## src/rtl/muldiv_unit_pkg.sv

```systemverilog
// Shared operation codes, FSM state encodings and op-decoding helpers for muldiv_unit.
package muldiv_unit_pkg;

  typedef enum logic [1:0] {
    OP_MUL  = 2'd0,
    OP_MULU = 2'd1,
    OP_DIV  = 2'd2,
    OP_DIVU = 2'd3
  } op_e;

  typedef enum logic [1:0] {
    ST_IDLE = 2'd0,
    ST_CALC = 2'd1,
    ST_FIX  = 2'd2
  } state_e;

  function automatic logic op_is_signed(input op_e op);
    return (op == OP_MUL) || (op == OP_DIV);
  endfunction

  function automatic logic op_is_div(input op_e op);
    return (op == OP_DIV) || (op == OP_DIVU);
  endfunction

endpackage

```

## src/rtl/muldiv_unit_cneg.sv

```systemverilog
// Conditional two's-complement negation: y = neg ? -x : x, at W bits.
module muldiv_cneg #(
  parameter int W = 32
) (
  input  logic [W-1:0] x,
  input  logic         neg,
  output logic [W-1:0] y
);

  assign y = neg ? (~x + W'(1)) : x;

endmodule

```

## src/rtl/muldiv_unit.sv

```systemverilog
// Iterative shift-add multiplier / restoring divider sharing one accumulator,
// driven by an alternating-bit request/acknowledge handshake.
module muldiv_unit
  import muldiv_unit_pkg::*;
#(
  parameter int WIDTH     = 32,
  parameter bit EARLY_OUT = 1'b1
) (
  input  logic             sys_clock_i,
  input  logic             sys_reset_i,
  input  logic [WIDTH-1:0] a_i,
  input  logic [WIDTH-1:0] b_i,
  input  logic [1:0]       op_i,
  input  logic             abp_req_i,
  output logic             abp_ack_o,
  output logic             busy_o,
  output logic [WIDTH-1:0] result_hi_o,
  output logic [WIDTH-1:0] result_lo_o,
  output logic             dbz_o
);

  localparam int CW = $clog2(WIDTH + 1);
  localparam int W2 = 2 * WIDTH;

  state_e         state;
  op_e            op;
  logic           req_last;
  logic           neg_q;
  logic           neg_r;
  logic           dbz_pend;
  logic [CW-1:0]  count;
  logic [W2-1:0]  ma;
  logic [W2-1:0]  acc;
  logic [WIDTH-1:0] mb;
  logic [WIDTH-1:0] raw_a;

  // Operand decode and magnitudes for the request being presented.
  op_e              op_in;
  logic             sgn_in;
  logic             neg_a_in;
  logic             neg_b_in;
  logic             div_in;
  logic             dbz_in;
  logic [WIDTH-1:0] a_mag;
  logic [WIDTH-1:0] b_mag;

  assign op_in    = op_e'(op_i);
  assign sgn_in   = op_is_signed(op_in);
  assign neg_a_in = sgn_in & a_i[WIDTH-1];
  assign neg_b_in = sgn_in & b_i[WIDTH-1];
  assign div_in   = op_is_div(op_in);
  assign dbz_in   = div_in && (b_i == '0);

  muldiv_cneg #(.W(WIDTH)) u_neg_a (.x(a_i), .neg(neg_a_in), .y(a_mag));
  muldiv_cneg #(.W(WIDTH)) u_neg_b (.x(b_i), .neg(neg_b_in), .y(b_mag));

  // Per-cycle datapath: acc holds the product for multiplies, and
  // {remainder, dividend/quotient} for divides; mb holds multiplier or divisor.
  logic [W2-1:0]    mul_sum;
  logic [WIDTH-1:0] mb_shift;
  logic [WIDTH:0]   trial;
  logic             q_bit;
  logic [WIDTH-1:0] rem_next;
  logic             last_step;

  assign mul_sum   = mb[0] ? (acc + ma) : acc;
  assign mb_shift  = mb >> 1;
  assign trial     = {acc[W2-1:WIDTH], acc[WIDTH-1]};
  assign q_bit     = (trial >= {1'b0, mb});
  assign rem_next  = q_bit ? WIDTH'(trial - {1'b0, mb}) : trial[WIDTH-1:0];
  assign last_step = (count == CW'(1));

  // Sign fix-up applied only when results are published.
  logic [W2-1:0]    prod_fix;
  logic [WIDTH-1:0] quot_fix;
  logic [WIDTH-1:0] rem_fix;

  muldiv_cneg #(.W(W2))    u_fix_p (.x(acc),              .neg(neg_q), .y(prod_fix));
  muldiv_cneg #(.W(WIDTH)) u_fix_q (.x(acc[WIDTH-1:0]),   .neg(neg_q), .y(quot_fix));
  muldiv_cneg #(.W(WIDTH)) u_fix_r (.x(acc[W2-1:WIDTH]),  .neg(neg_r), .y(rem_fix));

  // NOTE: every register here is state, so all updates use non-blocking
  // assignments; the reset branch clears the whole datapath, not just the FSM.
  always_ff @(posedge sys_clock_i or posedge sys_reset_i) begin
    if (sys_reset_i) begin
      state       <= ST_IDLE;
      op          <= OP_MUL;
      req_last    <= 1'b0;
      neg_q       <= 1'b0;
      neg_r       <= 1'b0;
      dbz_pend    <= 1'b0;
      count       <= '0;
      ma          <= '0;
      acc         <= '0;
      mb          <= '0;
      raw_a       <= '0;
      abp_ack_o   <= 1'b0;
      busy_o      <= 1'b0;
      result_hi_o <= '0;
      result_lo_o <= '0;
      dbz_o       <= 1'b0;
    end else begin
      case (state)
        ST_IDLE: begin
          if (abp_req_i != req_last) begin
            op       <= op_in;
            req_last <= abp_req_i;
            count    <= CW'(WIDTH);
            neg_q    <= sgn_in & (a_i[WIDTH-1] ^ b_i[WIDTH-1]);
            neg_r    <= neg_a_in;
            raw_a    <= a_i;
            mb       <= b_mag;
            dbz_pend <= dbz_in;
            busy_o   <= 1'b1;
            if (div_in) begin
              ma  <= '0;
              acc <= {{WIDTH{1'b0}}, a_mag};
            end else begin
              ma  <= {{WIDTH{1'b0}}, a_mag};
              acc <= '0;
            end
            state <= dbz_in ? ST_FIX : ST_CALC;
          end
        end

        ST_CALC: begin
          count <= count - CW'(1);
          if (op_is_div(op)) begin
            acc <= {rem_next, acc[WIDTH-2:0], q_bit};
            if (last_step) state <= ST_FIX;
          end else begin
            acc <= mul_sum;
            ma  <= ma << 1;
            mb  <= mb_shift;
            // Early exit once no multiplier bits remain to be added in.
            if (last_step || (EARLY_OUT && (mb_shift == '0))) state <= ST_FIX;
          end
        end

        ST_FIX: begin
          abp_ack_o <= req_last;
          busy_o    <= 1'b0;
          state     <= ST_IDLE;
          if (dbz_pend) begin
            result_lo_o <= '1;
            result_hi_o <= raw_a;
            dbz_o       <= 1'b1;
          end else if (op_is_div(op)) begin
            result_lo_o <= quot_fix;
            result_hi_o <= rem_fix;
            dbz_o       <= 1'b0;
          end else begin
            result_lo_o <= prod_fix[WIDTH-1:0];
            result_hi_o <= prod_fix[W2-1:WIDTH];
            dbz_o       <= 1'b0;
          end
        end

        default: state <= ST_IDLE;
      endcase
    end
  end

endmodule

```

## config.mk

```make
export PLATFORM = sky130hd
export DESIGN_NAME = muldiv_unit
export DESIGN_NICKNAME = d
export VERILOG_FILES = /design/src/rtl/muldiv_unit_pkg.sv /design/src/rtl/muldiv_unit_cneg.sv /design/src/rtl/muldiv_unit.sv
export SDC_FILE = /design/constraint.sdc
export NUM_CORES = 1
export LEC_CHECK = 0
export ABC_AREA = 0
export CAP_MARGIN = 40
export CORE_MARGIN = 2
export CORE_UTILIZATION = 56
export DETAILED_ROUTE_END_ITERATION = 6
export HOLD_SLACK_MARGIN = 0.03
export PLACE_DENSITY = 0.79
export SETUP_SLACK_MARGIN = 0.4
export SKIP_CTS_REPAIR_TIMING = 1
export SYNTH_ARGS = -nofsm -noshare
export SYNTH_HDL_FRONTEND = slang
export SYNTH_HIERARCHICAL = 1
export SYNTH_SLANG_ARGS = --single-unit
```

## constraint.sdc

```tcl
create_clock -name sys_clock_i -period 9.4 [get_ports sys_clock_i]
set_clock_uncertainty 0.1 [all_clocks]
set_input_delay 1.88 -clock sys_clock_i [delete_from_list [all_inputs] [get_ports sys_clock_i]]
set_output_delay 1.88 -clock sys_clock_i [all_outputs]
set_load 0.02 [all_outputs]
```

==> results of run 1 <==
logic make-up after synthesis:
| logic type | share of synthesized area, % |
|---|---|
| xor gates and xnor gates | 10.3 |
| muxes | 4.62 |
| adders and majority gates | 5.72 |
| DFF | 29.6 |
| AOI/OAI and AO/OA | 23.9 |
| buffers and inverters | 4.08 |
| and+or+nand+nor | 21.7 |
path summary, 6_finish.rpt:
kind	from	end	slack, ps
worst max register to register	acc[0]	acc[44]	4960
worst min register to register	result_hi_o[11]	result_hi_o[11]	380
max in group asynchronous	sys_reset_i	ma[59]	6070
worst max-delay path	acc[0]	acc[44]	4960
worst min-delay path	result_hi_o[11]	result_hi_o[11]	380
min in group asynchronous	sys_reset_i	acc[5]	1800
power by group through the flow:
stage	Combinational (uW)	Sequential [uW]	Clock, uW
2_1_floorplan	4840	2300	0
3_3_place_gp	6280	2500	0
3_5_place_dp	6480	2510	0
4_1_cts	6520	2500	1380
5_1_grt	7270	2580	1430
6_report	6610	2530	1360
worst max-delay path, stage by stage (launching register included):
cell,delay [ps]
dfrtp_1,700
ha_1,360
fa_1,250
a21oi_1,110
o211a_1,290
o21ai_1,300
a31oi_1,320
o41ai_1,800
nor2b_1,160
o21bai_1,310
a21boi_1,130
xnor2_1,160
a221o_1,320
state kept, by name, summed over array words and instances, names as in the netlist:
signal       flops
raw_a           32
count            6
neg_r            1
mb              32
op               1
state            2
dbz_pend         1
result_lo_o     32
ma              64
dbz_o            1
busy_o           1
result_hi_o     32
neg_q            1
acc             64
abp_ack_o        1
req_last         1
cell usage in the layout (no fill, tap or decap), types with 24 or more instances in the layout:
cell type          n
inv_1             78
o21ai_1           36
o41ai_1           31
nand4_1           43
o21ai_0          259
xor2_1            29
nand3_1           57
o21bai_1          24
clkdlybuf4s50_1  134
ha_1             102
nor3b_1           33
dfrtp_1          269
o31ai_1           62
a21oi_1          232
o211ai_1          24
buf_4             34
clkbuf_16         35
nand2_1          486
xnor2_1          243
mux2i_1          104
nor4_1            26
nor2_1           156
nor3_1            26
a21o_1            40
a31oi_1           37
layout make-up:
class | count | area, um^2 | area share [%]
multi-input combinational | 2337 | 15300 | 59.0
sequential | 272 | 6810 | 26.2
timing repair buffer | 175 | 1750 | 6.72
clock buffer | 44 | 980 | 3.77
tap | 532 | 666 | 2.56
inverter | 79 | 300 | 1.15
clock inverter | 13 | 170 | 0.654
through the flow:
stage | hold slack, ps | utilization (%) | setup WS, ps | area (um^2)
after floorplan | 346 | - | 3820 | 23000
after global placement | 359 | 60.6 | 4510 | 24700
final | 376 | 63.8 | 4960 | 26000
after global routing | 392 | 63.8 | 4860 | 26000
after CTS | 379 | 63.8 | 5130 | 26000
after detailed placement | 364 | 61.0 | 4800 | 24900
layer usage:
layer	global-route usage, %	vias to the layer above
met5	0	-
met4	19.4	2
met3	5.62	269
met2	54.8	964
met1	43.2	10700
li1	-	10400
==> flow_summary.ini, run 1 <==
[run_status]
status = completed

[sta]
hold_viol = 0
slew_headroom_pct = 39.4
rsz0062_at_grt = false
tightestPinTransition_ps = 908
min_period_ps = 4440
setup-violations-final = 0
drv_slew = 0
maxClockFrequency_mhz = 225
finalCritPeriodShare_pct = 47.2
setup_tns_ps = 0

[yosys]
synth.area.top_cells = dfrtp_1, xnor2_1, nand2_1
yosysTopAreaCellShare_pct = 29.6
yosysWarningCount = 6
ys_seq_elements = 272
ys_types = 92
async_reset_ff_share_pct = 100
dominantRegCellSynth = dfrtp_1
synth_common_cells = nand2_1, dfrtp_1, o21ai_0, xnor2_1, a21oi_1
syn_inst = 2850
synth_top_area_cell = dfrtp_1
yosysSeqAreaShare_pct = 29.6
synth_nets = 3023
synth_most_common_cell = nand2_1
postSynthAreaPerCell_um2 = 8.08
synth_edf_count = 0
syn_area_um2 = 23000

[pwr]
power_frac_seq_pct = 24.1
power_uw = 10500
swShare_pct = 51.1
clkPwrFrac_pct = 13.0
leakagePower_uw = 0.0104
ir_drop_uv = 232
combPwrFrac_pct = 62.9
internal-power_uw = 5130
powerDensity_nw_per_um2 = 404
power.switching_uw = 5370

[worst_setup_path]
crit_arrival_ps = 4780
r2r_cells = 12
path_class = reg -> reg
cp_data_required_time_ps = 9740
path_max_fanout = 12
critPathLaunchType = flop
end_kind = flop

[clock_network]
h-tree-depth = 2
clk_pin_slew_ps = 60
cts_tree = built
clockRootBuffer = clkbuf_16
cts_buffers = 34
clkSinkCount = 272
clk_latency_ps = 560
clk_path_buf_depth = 3

[routing]
drtAntennaViolNets = 0
wl_met2_um = 33600
wl_met1_um = 29400
drt_iter0_markers = 2040
routedWlPerCell_um = 21.1
routed_via_density = 6.46
dr_wl_met3_um = 5620
route.detailed.drc = 0
top_layer = met5
firstDrtPassIters = 6
wl_um = 73000
route.vias.total = 22300

[global_route]
grt_usage_pct = 34.0
grt_max_degree = 87
grt_pass1_wl_um = 115000
grt_pass1_vias = 21400
antenna_found_initial = 1
grt-ovfl-total = 0

[finish]
drive_gt1_share_pct = 7.19
fill_cells = 3453
syn2layout_area_growth_pct = 13.0
antennaDiodeCount = 0
nets = 3072
final_cells = 3452

[placed_design]
gp_congestion = 0.986
hpwlAfterDp_um = 53500
dp.cells = 3395
port_buffers = 135

[floorplan]
fp-row-count = 74
start_util_pct = 56.5
die_area_um2 = 42800
coreArea_um2 = 40700
ios = 136
die_h_um = 207
die_x_um = 207

[hold_path]
worstHoldPathType = reg -> reg
hold_depth = 2

[job]
drv_cap = 0
Note: power is estimated with default switching activity, not from simulation.
==> inputs of run 2 (changes only) <==
==> constraint.sdc (replaced) <==
create_clock -name sys_clock_i -period 3.8 [get_ports sys_clock_i]
set_clock_uncertainty 0.1 [all_clocks]
set_input_delay 0.76 -clock sys_clock_i [delete_from_list [all_inputs] [get_ports sys_clock_i]]
set_output_delay 0.76 -clock sys_clock_i [all_outputs]
set_load 0.02 [all_outputs]
==> run 2 against run 1 <==
Effect of this change:
- die area unchanged
- sequential power up 130%
- power rose to 2.6 times the previous value
- design area up 3.3%
- register-to-register slack worse by 4500 ps
- flip-flop and latch count unchanged
- routed wire length up 5.9%
- maximum frequency up 34%
- via count up 1.4%
- worst setup slack worse by 4500 ps
- sequential share of layout area down 0.77 points
==> flow_summary.ini, run 2 (same netlist as run 1, synthesis figures left out) <==
[pwr]
power_uw = 27200
ir_drop_uv = 692
powerDensity_nw_per_um2 = 1010
leakagePower_uw = 0.0107

[clock_network]
cts_tree = built
clkSinkCount = 272
h-tree-depth = 2
clockRootBuffer = clkbuf_16
clk_path_buf_depth = 3
clk_pin_slew_ps = 60
cts_buffers = 34
clk_latency_ps = 570

[routing]
routed_via_density = 6.43
route.detailed.drc = 0
drtAntennaViolNets = 0
route.vias.total = 22600
wl_um = 77300
firstDrtPassIters = 5
drt_iter0_markers = 2134
routedWlPerCell_um = 22.0

[worst_setup_path]
path_class = reg -> reg
r2r_cells = 12
end_kind = flop
cp_data_required_time_ps = 4110
critPathLaunchType = flop
r2r_slack_ps = 490
crit_arrival_ps = 3620
path_max_fanout = 7

[global_route]
grt_pass1_wl_um = 118000
antenna_found_initial = 0
grt_max_degree = 83
grt_pass1_vias = 21200
grt-ovfl-total = 0
grt_usage_pct = 35.4

[finish]
drive_gt1_share_pct = 11.1
multi_input_comb_area_um2 = 15700
reg_top3 = acc x64, ma x64
final_common_cell = nand2_1
register_area_um2 = 6830
layout_common_cells = nand2_1, o21ai_0, dfrtp_1
nets = 3138
utilization_pct = 65.9
syn2layout_area_growth_pct = 16.7
fill_cells = 3530
antennaDiodeCount = 0

[run_status]
status = completed

[floorplan]
ios = 136
start_util_pct = 56.5
fp-row-count = 74
die_h_um = 207
die_x_um = 207
coreArea_um2 = 40700
die_area_um2 = 42800

[sta]
maxClockFrequency_mhz = 302
min_period_ps = 3310
tightestPinTransition_ps = 883
setup-violations-final = 0
rsz0062_at_grt = true
hold_viol = 0
finalCritPeriodShare_pct = 87.0
drv_slew = 0
slew_headroom_pct = 41.1

[job]
drv_cap = 0

[placed_design]
port_buffers = 135
hpwlAfterDp_um = 57200
gp_congestion = 0.960

[hold_path]
hold_depth = 2
worstHoldPathType = reg -> reg
## run 2: per-layer routing
metal  vias up  GRT usage, %  wire length [um]
met5         -             0                 0
met1     10900          44.0             30800
li1      10500             -                 -
met4         0          17.8              4170
met2       983          59.0             36800
met3       240          6.39              5490
## run 2: worst max-delay path, stage by stage, from the launching register on
cell and delay (ps):
dfrtp_1 480, buf_4 220, or4_1 590, nor4_2 290, buf_4 200, nand4_2 90
buf_4 200, o41ai_1 330, xnor2_1 110, mux2i_1 180, nor2_1 70, a21oi_1 180
o21ai_0 100
## run 2: cell type report
class	instances	area share, %
clock buffers	46	3.68
clock inverters	12	0.540
inverters	79	1.12
multi-input cells	2337	58.3
flip-flops and latches	272	25.4
well taps	532	2.48
repair buffers	241	8.47
## run 2: worst paths after layout
path,start,to
min in group asynchronous,sys_reset_i,result_lo_o[5]
worst min register to register,result_hi_o[7],result_hi_o[7]
worst max register to register,acc[40],result_hi_o[30]
worst min-delay path,result_hi_o[7],result_hi_o[7]
worst max-delay path,acc[40],result_hi_o[30]
max in group asynchronous,sys_reset_i,dbz_pend
## run 2: power by group
part	internal [uW]	switching, uW	leakage (uW)
Combinational	7190	11000	0.00689
Sequential	4130	1590	0.00330
Clock	1970	1390	0.000554
## run 2: per-stage QoR
stage	std cells	setup slack, ps	area (um^2)	hold slack, ps	TNS [ps]
floorplan	2850	-655	23000	346	-178270
global placement	3448	256	25200	358	0
detailed placement	3450	242	25300	364	0
CTS	3508	191	26400	383	0
global route	3519	366	26900	399	0
finish	3519	493	26900	374	0
